### config.mk
export PLATFORM = sky130hd
export DESIGN_NAME = ilas_seq_gen
export DESIGN_NICKNAME = d
export VERILOG_FILES = /design/src/rtl/ilas_pkg.sv /design/src/rtl/ilas_seq_gen.sv
export SDC_FILE = /design/constraint.sdc
export NUM_CORES = 1
export LEC_CHECK = 0
export BUFFER_PORTS_ARGS = -buffer_cell sky130_fd_sc_hd__buf_2
export CAP_MARGIN = 40
export CORE_ASPECT_RATIO = 1.25
export CORE_MARGIN = 8
export CORE_UTILIZATION = 56
export CTS_CLUSTER_SIZE = 25
export DETAILED_ROUTE_END_ITERATION = 10
export HOLD_SLACK_MARGIN = 0.15
export PLACE_DENSITY = 0.79
export SLEW_MARGIN = 20
export SYNTH_ARGS = -nofsm -noshare
export SYNTH_HDL_FRONTEND = slang
export SYNTH_SLANG_ARGS = --single-unit
### constraint.sdc
create_clock -name clk -period 2.65 [get_ports clk]
set_input_delay 0.1325 -clock clk [delete_from_list [all_inputs] [get_ports clk]]
set_output_delay 0.1325 -clock clk [all_outputs]
set_load 0.02 [all_outputs]
### src/rtl/ilas_pkg.sv
// Shared constants and state encoding for the JESD204B ILAS generator.
package ilas_pkg;

    localparam logic [7:0] K_R = 8'h1C;
    localparam logic [7:0] K_A = 8'h7C;
    localparam logic [7:0] K_Q = 8'h9C;

    localparam int CFG_OFFSET = 2;

    typedef enum logic [1:0] {
        IDLE,
        PREFETCH,
        RUN,
        FIN
    } state_t;

endpackage

### src/rtl/ilas_seq_gen.sv
// Produces the ILAS octet stream for one lane, fetching the link-config octets
// from an external registered ROM and splicing them into multiframe 1.
module ilas_seq_gen
    import ilas_pkg::*;
#(
    parameter int F              = 2,
    parameter int K              = 16,
    parameter int NUM_MF         = 4,
    parameter int CFG_LEN        = 14,
    parameter int CFG_BASE       = 0,
    parameter int ROM_ADDR_WIDTH = 8
) (
    input  logic                      clk,
    input  logic                      rst,
    input  logic                      i_start,
    output logic [ROM_ADDR_WIDTH-1:0] o_rom_addr,
    output logic                      o_rom_rd_en,
    input  logic [7:0]                i_rom_data,
    output logic [7:0]                o_data,
    output logic                      o_is_k,
    output logic                      o_valid,
    output logic                      o_busy,
    output logic                      o_done
);

    localparam int FK  = F * K;
    localparam int P_W = $clog2(FK);
    localparam int M_W = (NUM_MF > 1) ? $clog2(NUM_MF) : 1;

    localparam logic [P_W-1:0]            P_LAST     = P_W'(FK - 1);
    localparam logic [M_W-1:0]            M_LAST     = M_W'(NUM_MF - 1);
    localparam logic [M_W-1:0]            M_CFG      = M_W'(1);
    localparam logic [P_W-1:0]            P_Q        = P_W'(CFG_OFFSET - 1);
    localparam logic [P_W-1:0]            CFG_FIRST  = P_W'(CFG_OFFSET);
    localparam logic [P_W-1:0]            CFG_END    = P_W'(CFG_OFFSET + CFG_LEN);
    localparam logic [P_W-1:0]            FETCH_END  = P_W'(CFG_LEN);
    localparam logic [ROM_ADDR_WIDTH-1:0] BASE_ADDR  = ROM_ADDR_WIDTH'(CFG_BASE);

    if (FK < 17 || FK > 256) begin : g_bad_frame_len
        $error("ilas_seq_gen: F*K must lie in 17..256");
    end

    state_t                    state_q, state_d;
    logic [P_W-1:0]            p_q, p_d;
    logic [M_W-1:0]            m_q, m_d;
    logic [7:0]                data_q, data_d;
    logic                      is_k_q, is_k_d;
    logic                      valid_q, valid_d;
    logic                      busy_q, busy_d;
    logic                      done_q, done_d;
    logic                      rd_en_q, rd_en_d;
    logic [ROM_ADDR_WIDTH-1:0] addr_q, addr_d;
    logic                      cfg_mf;

    assign cfg_mf = (m_q == M_CFG);

    always_ff @(posedge clk) begin
        if (rst) begin
            state_q <= IDLE;
            p_q     <= '0;
            m_q     <= '0;
            data_q  <= '0;
            is_k_q  <= 1'b0;
            valid_q <= 1'b0;
            busy_q  <= 1'b0;
            done_q  <= 1'b0;
            rd_en_q <= 1'b0;
            addr_q  <= '0;
        end else begin
            state_q <= state_d;
            p_q     <= p_d;
            m_q     <= m_d;
            data_q  <= data_d;
            is_k_q  <= is_k_d;
            valid_q <= valid_d;
            busy_q  <= busy_d;
            done_q  <= done_d;
            rd_en_q <= rd_en_d;
            addr_q  <= addr_d;
        end
    end

    always_comb begin
        state_d = state_q;
        p_d     = p_q;
        m_d     = m_q;
        data_d  = '0;
        is_k_d  = 1'b0;
        valid_d = 1'b0;
        done_d  = 1'b0;
        busy_d  = (state_q != IDLE);
        rd_en_d = 1'b0;
        addr_d  = addr_q;

        case (state_q)
            IDLE: begin
                if (i_start) begin
                    state_d = PREFETCH;
                    p_d     = '0;
                    m_d     = '0;
                end
            end
            PREFETCH: begin
                state_d = RUN;
            end
            RUN: begin
                valid_d = 1'b1;
                if (p_q == '0) begin
                    data_d = K_R;
                    is_k_d = 1'b1;
                end else if (p_q == P_LAST) begin
                    data_d = K_A;
                    is_k_d = 1'b1;
                end else if (cfg_mf && p_q == P_Q) begin
                    data_d = K_Q;
                    is_k_d = 1'b1;
                end else if (cfg_mf && p_q >= CFG_FIRST && p_q < CFG_END) begin
                    data_d = i_rom_data;
                end else begin
                    data_d = 8'(p_q);
                end

                // Fetch runs CFG_OFFSET octets ahead so the ROM word lands exactly on its slot.
                if (cfg_mf && p_q < FETCH_END) begin
                    rd_en_d = 1'b1;
                    addr_d  = BASE_ADDR + ROM_ADDR_WIDTH'(p_q);
                end

                if (p_q == P_LAST) begin
                    p_d = '0;
                    if (m_q == M_LAST) begin
                        state_d = FIN;
                    end else begin
                        m_d = m_q + M_W'(1);
                    end
                end else begin
                    p_d = p_q + P_W'(1);
                end
            end
            FIN: begin
                done_d  = 1'b1;
                state_d = IDLE;
            end
            default: begin
                state_d = IDLE;
            end
        endcase
    end

    assign o_rom_addr  = addr_q;
    assign o_rom_rd_en = rd_en_q;
    assign o_data      = data_q;
    assign o_is_k      = is_k_q;
    assign o_valid     = valid_q;
    assign o_busy      = busy_q;
    assign o_done      = done_q;

endmodule

==> impl_metrics.py, run 1 <==
metrics = {
    "clock_network": {
        "cts.sinks": 27,
        "clock_latency_ps": 330,
        "cts_resized": 0,
        "clk_pin_slew_worst_paths_ps": 150,
        "hold_buffers": 8,
        "cts_setup_buffers": 0,
        "clockBufferDepth": 2,
        "cts_buffers": 3,
        "cts-root-buf": "clkbuf_4",
        "cts_tree": "yes",
        "htree_num_levels": 1,
    },
    "logic_synthesis": {
        "syn_avg_cell_area_um2": 9.686,
        "yosysUniqueCellTypes": 37,
        "syn_inst": 139,
        "synthesis.area_um2": 1346,
        "synth_most_common_cell": "dfxtp_1",
        "ys_seq_area_frac": 0.4015,
        "yosysTopAreaCell": "dfxtp_1",
        "ys.flop_type": "dfxtp_1",
        "async_reset_ff_frac": 0,
        "ys_top_cells_by_count": "dfxtp_1 (27), nor2_1 (22), a21oi_1 (10), ha_1 (10), nor3_1 (8)",
        "yosysWarnings": 0,
        "synthTopCellsByArea": "dfxtp_1 (40%), ha_1 (9.3%), nor2_1 (6.1%), a21oi_1 (3.7%), nor3_1 (3.0%)",
        "ys_ff_latch": 27,
        "synth_edf_count": 0,
        "synth_top_area_frac": 0.4015,
    },
    "pwr": {
        "power.total_mw": 0.9816,
        "p_leak_nw": 0.7270,
        "power.density_nw_per_um2": 619.2,
        "ir_drop_mv": 0.5879,
    },
    "drt": {
        "wl_per_cell_um": 12.86,
        "met2_wirelength_um": 1311,
        "drc": 0,
        "dr.max_layer_used": "met4",
        "routedLengthMet1_um": 1086,
        "drtAntennaViolNets": 0,
        "wl_met3_um": 201,
        "drt-total-wl_um": 2649,
        "viasPerCell": 5.136,
        "drt-pass1-iter-count": 4,
        "drtIter0Drc": 31,
        "vias": 1058,
    },
    "setup_path": {
        "timing.critical_path.mode_cell": "ha_1",
        "crit_required_ps": 2870,
        "cp.buffers_inverters": 0,
        "arrival_ps": 2250,
        "crit_chain": "ha_1, and3_2, ha_1, nand2_1, a21oi_1, mux2i_1, nor2_1",
        "slowest_stage": "dfxtp_1",
        "crit_path_max_incr_delay_ps": 620,
        "start_kind": "flop",
        "critPathCaptureType": "flop",
        "cp_top_family": "flip-flops",
        "worstSetupPathType": "reg -> reg",
        "cp_max_fo": 10,
    },
    "die": {
        "ioPinCount": 32,
        "die_y_um": 70.82,
        "die_x_um": 59.86,
        "num_rows": 20,
        "start_util": 0.5723,
        "core_region_area_um2": 2352,
        "dieArea_um2": 4239,
    },
    "global_routing": {
        "grt_pass1_wl_um": 4540,
        "antenna_found_initial": 0,
        "grt_pass1_vias": 1009,
        "grt_max_degree": 19,
        "grt_usage": 0.1330,
        "overflow": 0,
    },
    "finish": {
        "fin_area_um2": 1585,
        "fin_nets": 195,
        "diodes": 0,
        "drive_above_1_share": 0.2659,
        "area_growth_pct": 17.75,
    },
    "sta": {
        "fmax_mhz": 490.7,
        "skew_ps": 16.41,
        "final_max_slew_viol_count": 0,
        "hold_violations": 0,
        "max-slew-margin-rel": 0.6273,
        "rsz0062_at_grt": "false",
        "finalSetupViolCount": 0,
        "fin_crit_sh": 0.7690,
        "setup_tns_ps": 0,
        "worst_slew_pin_slew_ps": 558.2,
        "fin_crit_ps": 2038,
    },
    "run_status": {
        "outcome": "complete, no violations",
    },
    "placement": {
        "portBuffers": 28,
        "placed_cell_area_um2": 1465,
        "dp_hpwl_um": 1969,
        "gp_congestion": 0.8454,
    },
    "run": {
        "drv_cap": 0,
    },
    "worst_hold_path": {
        "worstHoldPathType": "in -> reg",
    },
}
==> metal layers <==
metal	vias to the layer above	GRT usage
met4	0	0.05585
met3	7	0.03993
met2	28	0.2272
met1	481	0.1450
met5	-	0
li1	542	-
==> kinds of logic (layout without fill, tap and decap cells) <==
logic type	Yosys count	after routing	share of synthesized area
other	1	3	0.002785
DFF	27	27	0.4015
muxes	3	3	0.02509
adders and majority gates	10	10	0.09294
buffers and inverters	15	47	0.06877
and+or+nand+nor	58	58	0.2723
AOI/OAI and AO/OA	25	25	0.1366
==> flip-flops by register name, indices dropped and copies added, names as in the netlist <==
name,flops
o_done,1
o_busy,1
p_q,5
o_data,8
m_q,2
o_rom_addr,5
o_rom_rd_en,1
o_valid,1
state_q,2
o_is_k,1
==> cells in the final DEF (no fill, tap or decap), drive strengths merged, types with 2 or more instances in the layout <==
cell          n
a31o          2
o21ai         3
a32oi         2
buf          28
nor2b         4
a21oi        10
dlygate4sd3   9
nor3          9
nand3b        4
nand2b        5
nand2         5
a22oi         3
inv           6
nor2         24
mux2i         3
clkbuf        3
a31oi         2
conb          3
nor3b         3
dfxtp        27
ha           10
==> path summary, 6_finish.rpt <==
check	from	end	slack (ps)	depth (start not counted)
setup / recovery	p_q[1]	state_q[1]	610	7
hold / removal	i_start	m_q[0]	260	4
setup reg to reg	p_q[1]	state_q[1]	610	7
hold reg to reg	o_rom_addr[4]	o_rom_addr[4]	480	1
==> where the power goes <==
group          leakage (nW)  internal (mW)  switching [mW]  total, mW
Sequential            0.218          0.448          0.0270      0.475
Combinational         0.495          0.129           0.197      0.326
Clock                0.0139         0.0578           0.123      0.181
Total                 0.727          0.635           0.347      0.982
==> cell type report <==
type	count	area (µm²)
fillers	202	767.0
well taps	33	41.29
repair buffers	37	230.2
clock buffers	3	22.52
multi-input cells	99	720.7
flip-flops and latches	27	540.5
clock inverters	1	7.507
inverters	6	22.52
==> per-stage QoR <==
step           hold slack (ps)  worst slack [ps]  std cells  utilization
2_1_floorplan            266.6             957.3        141            -
3_3_place_gp             353.7             726.9        193       0.6229
3_5_place_dp             354.8             656.5        193       0.6229
4_1_cts                  151.8             613.2        205       0.6697
5_1_grt                  259.5             421.1        206       0.6739
6_report                 258.1             612.2        206       0.6739
==> worst min-delay path, cell delays in order <==
cell	delay (ps)
buf_2	100
mux2i_2	130
nand3b_1	110
o21ai_0	70
(Power assumes the default switching activity.)
==> run 2, diff against run 1 <==
Settings changed: CORE_UTILIZATION 56 to 52, PLACE_DENSITY 0.79 to 0.74.
Clock period 2.65 ns to 1.9 ns, I/O delays scaled along.
==> run 2 against run 1 <==
  * Clock skew down 15 ps
  * Fmax up 17%
  * Worst hold slack got worse by 75 ps
  * Die area increased by 5.8%
  * Global-route usage grew 0.57 points
  * Cell area is 3.3% higher
  * Clock power up 39%
  * Largest power group unchanged
  * Combinational power increased by 55%
  * Highest routed layer unchanged
  * Critical endpoint is now p_q[3]
  * Critical path depth unchanged
==> impl_metrics.py, run 2 (synthesis results as in run 1) <==
metrics = {
    "global_routing": {
        "overflow": 0,
        "grt_max_degree": 18,
        "antenna_found_initial": 0,
        "grt_usage": 0.1386,
        "grt_pass1_vias": 1118,
        "grt_pass1_wl_um": 4871,
    },
    "clock_network": {
        "clk_pin_slew_worst_paths_ps": 150,
        "htree_num_levels": 1,
        "cts_tree": "yes",
        "cts_setup_buffers": 0,
        "cts_buffers": 3,
        "clock_latency_ps": 320,
        "clockBufferDepth": 2,
        "cts-root-buf": "clkbuf_4",
        "cts.sinks": 27,
    },
    "setup_path": {
        "crit_chain": "ha_1, and3_2, ha_1, nand2b_4, nor2_2, a41oi_1, nor3_1",
        "crit_path_max_incr_delay_ps": 340,
        "slowest_stage": "dfxtp_1",
        "critPathCaptureType": "flop",
        "start_kind": "flop",
        "arrival_ps": 1990,
        "timing.critical_path.mode_cell": "ha_1",
        "crit_required_ps": 2150,
        "worstSetupPathType": "reg -> reg",
        "cp_max_fo": 6,
        "startpoint": "p_q[0]",
        "r2r-start": "p_q[0]",
    },
    "die": {
        "dieArea_um2": 4483,
        "die_y_um": 72.89,
        "num_rows": 20,
        "core_region_area_um2": 2452,
        "ioPinCount": 32,
        "die_x_um": 61.51,
        "start_util": 0.5490,
    },
    "pwr": {
        "intPower_mw": 0.9067,
        "ir_drop_mv": 0.7044,
        "power.density_nw_per_um2": 860.1,
        "power.total_mw": 1.409,
        "seq_power_share": 0.463,
        "switching_share": 0.3564,
        "p_sw_mw": 0.5020,
        "combPwrFrac": 0.359,
        "clkPwrFrac": 0.178,
        "p_leak_nw": 0.7599,
    },
    "finish": {
        "layout.cells.most_common": "buf_2",
        "area_growth_pct": 21.65,
        "final_core_util": 0.6679,
        "drive_above_1_share": 0.3073,
        "diodes": 0,
        "largest_reg_flops": 8,
        "final_cell_count_no_fill": 212,
        "layout_common_cells": "buf_2 (28), dfxtp_1 (27), nor2_1 (21)",
        "fin_nets": 201,
    },
    "drt": {
        "drtAntennaViolNets": 0,
        "drt-pass1-iter-count": 4,
        "drc": 0,
        "drt-total-wl_um": 2915,
        "vias": 1088,
        "drtIter0Drc": 40,
        "viasPerCell": 5.132,
        "wl_per_cell_um": 13.75,
    },
    "sta": {
        "final_max_slew_viol_count": 0,
        "rsz0062_at_grt": "false",
        "fmax_mhz": 575.7,
        "setup_tns_ps": 0,
        "fin_crit_sh": 0.9143,
        "skew_ps": 1.416,
        "fin_crit_ps": 1737,
        "layout_setup_ws_ps": 162.9,
        "finalSetupViolCount": 0,
        "hold_violations": 0,
    },
    "placement": {
        "dp_hpwl_um": 2167,
        "portBuffers": 28,
        "gp_congestion": 0.8572,
        "dp_cells": 200,
        "pre_cts_slack_ps": 138.2,
    },
    "worst_hold_path": {
        "min_from": "rst",
        "worstHoldPathType": "in -> reg",
    },
    "run": {
        "drv_cap": 0,
    },
    "run_status": {
        "outcome": "complete, no violations",
    },
}
-- run 2: timing repair --
| action | 4_1_cts | 5_1_grt |
|---|---|---|
| hold buffers | 8 | 0 |
| endpoints found under the hold margin | 8 | 0 |
| endpoints found under the setup margin | 0 | 1 |
| gates resized for setup | 0 | 2 |
-- run 2: final timing paths --
kind | endpoint | slack (ps) | cells past startpoint
max | p_q[3] | 160 | 7
min | p_q[2] | 180 | 3
max reg2reg | p_q[3] | 160 | 7
min reg2reg | o_rom_addr[4] | 490 | 1
-- run 2: area by class of cell --
| cell class | count | area, µm² |
|---|---|---|
| clock buffers | 3 | 22.52 |
| repair buffers | 43 | 272.8 |
| multi-input cells | 99 | 730.7 |
| inverters | 6 | 22.52 |
| clock inverters | 1 | 7.507 |
| flip-flops and latches | 27 | 540.5 |
| fillers | 216 | 814.5 |
| well taps | 33 | 41.29 |
-- run 2: power by group through the flow --
stage | Clock, mW | Sequential, mW | Combinational, mW
finish | 0.251 | 0.652 | 0.505
floorplan | 0 | 0.712 | 0.301
detailed placement | 0 | 0.665 | 0.478
global placement | 0 | 0.662 | 0.459
global route | 0.288 | 0.662 | 0.555
CTS | 0.265 | 0.653 | 0.493
-- run 2: worst max-delay path, delay by kind of cell (launching register included) --
family,cells,cell delay (ps)
adders and majority gates,2,480
DFF,1,340
and+or+nand+nor,4,720
AOI/OAI and AO/OA,1,120
-- run 2: metal layers --
metal  wire length (µm)  track usage  up-vias
met5                  0            0        -
met4                 10      0.04822        0
met3                197      0.02116        2
met2               1485       0.2468       35
met1               1222       0.1573      497
li1                   -            -      554
-- run 2: metrics by stage --
step	cell area (µm²)	hold slack, ps
floorplan	1354	229.1
global placement	1518	319.8
detailed placement	1518	317.7
CTS	1628	155.5
global route	1638	181.9
finish	1638	183.5
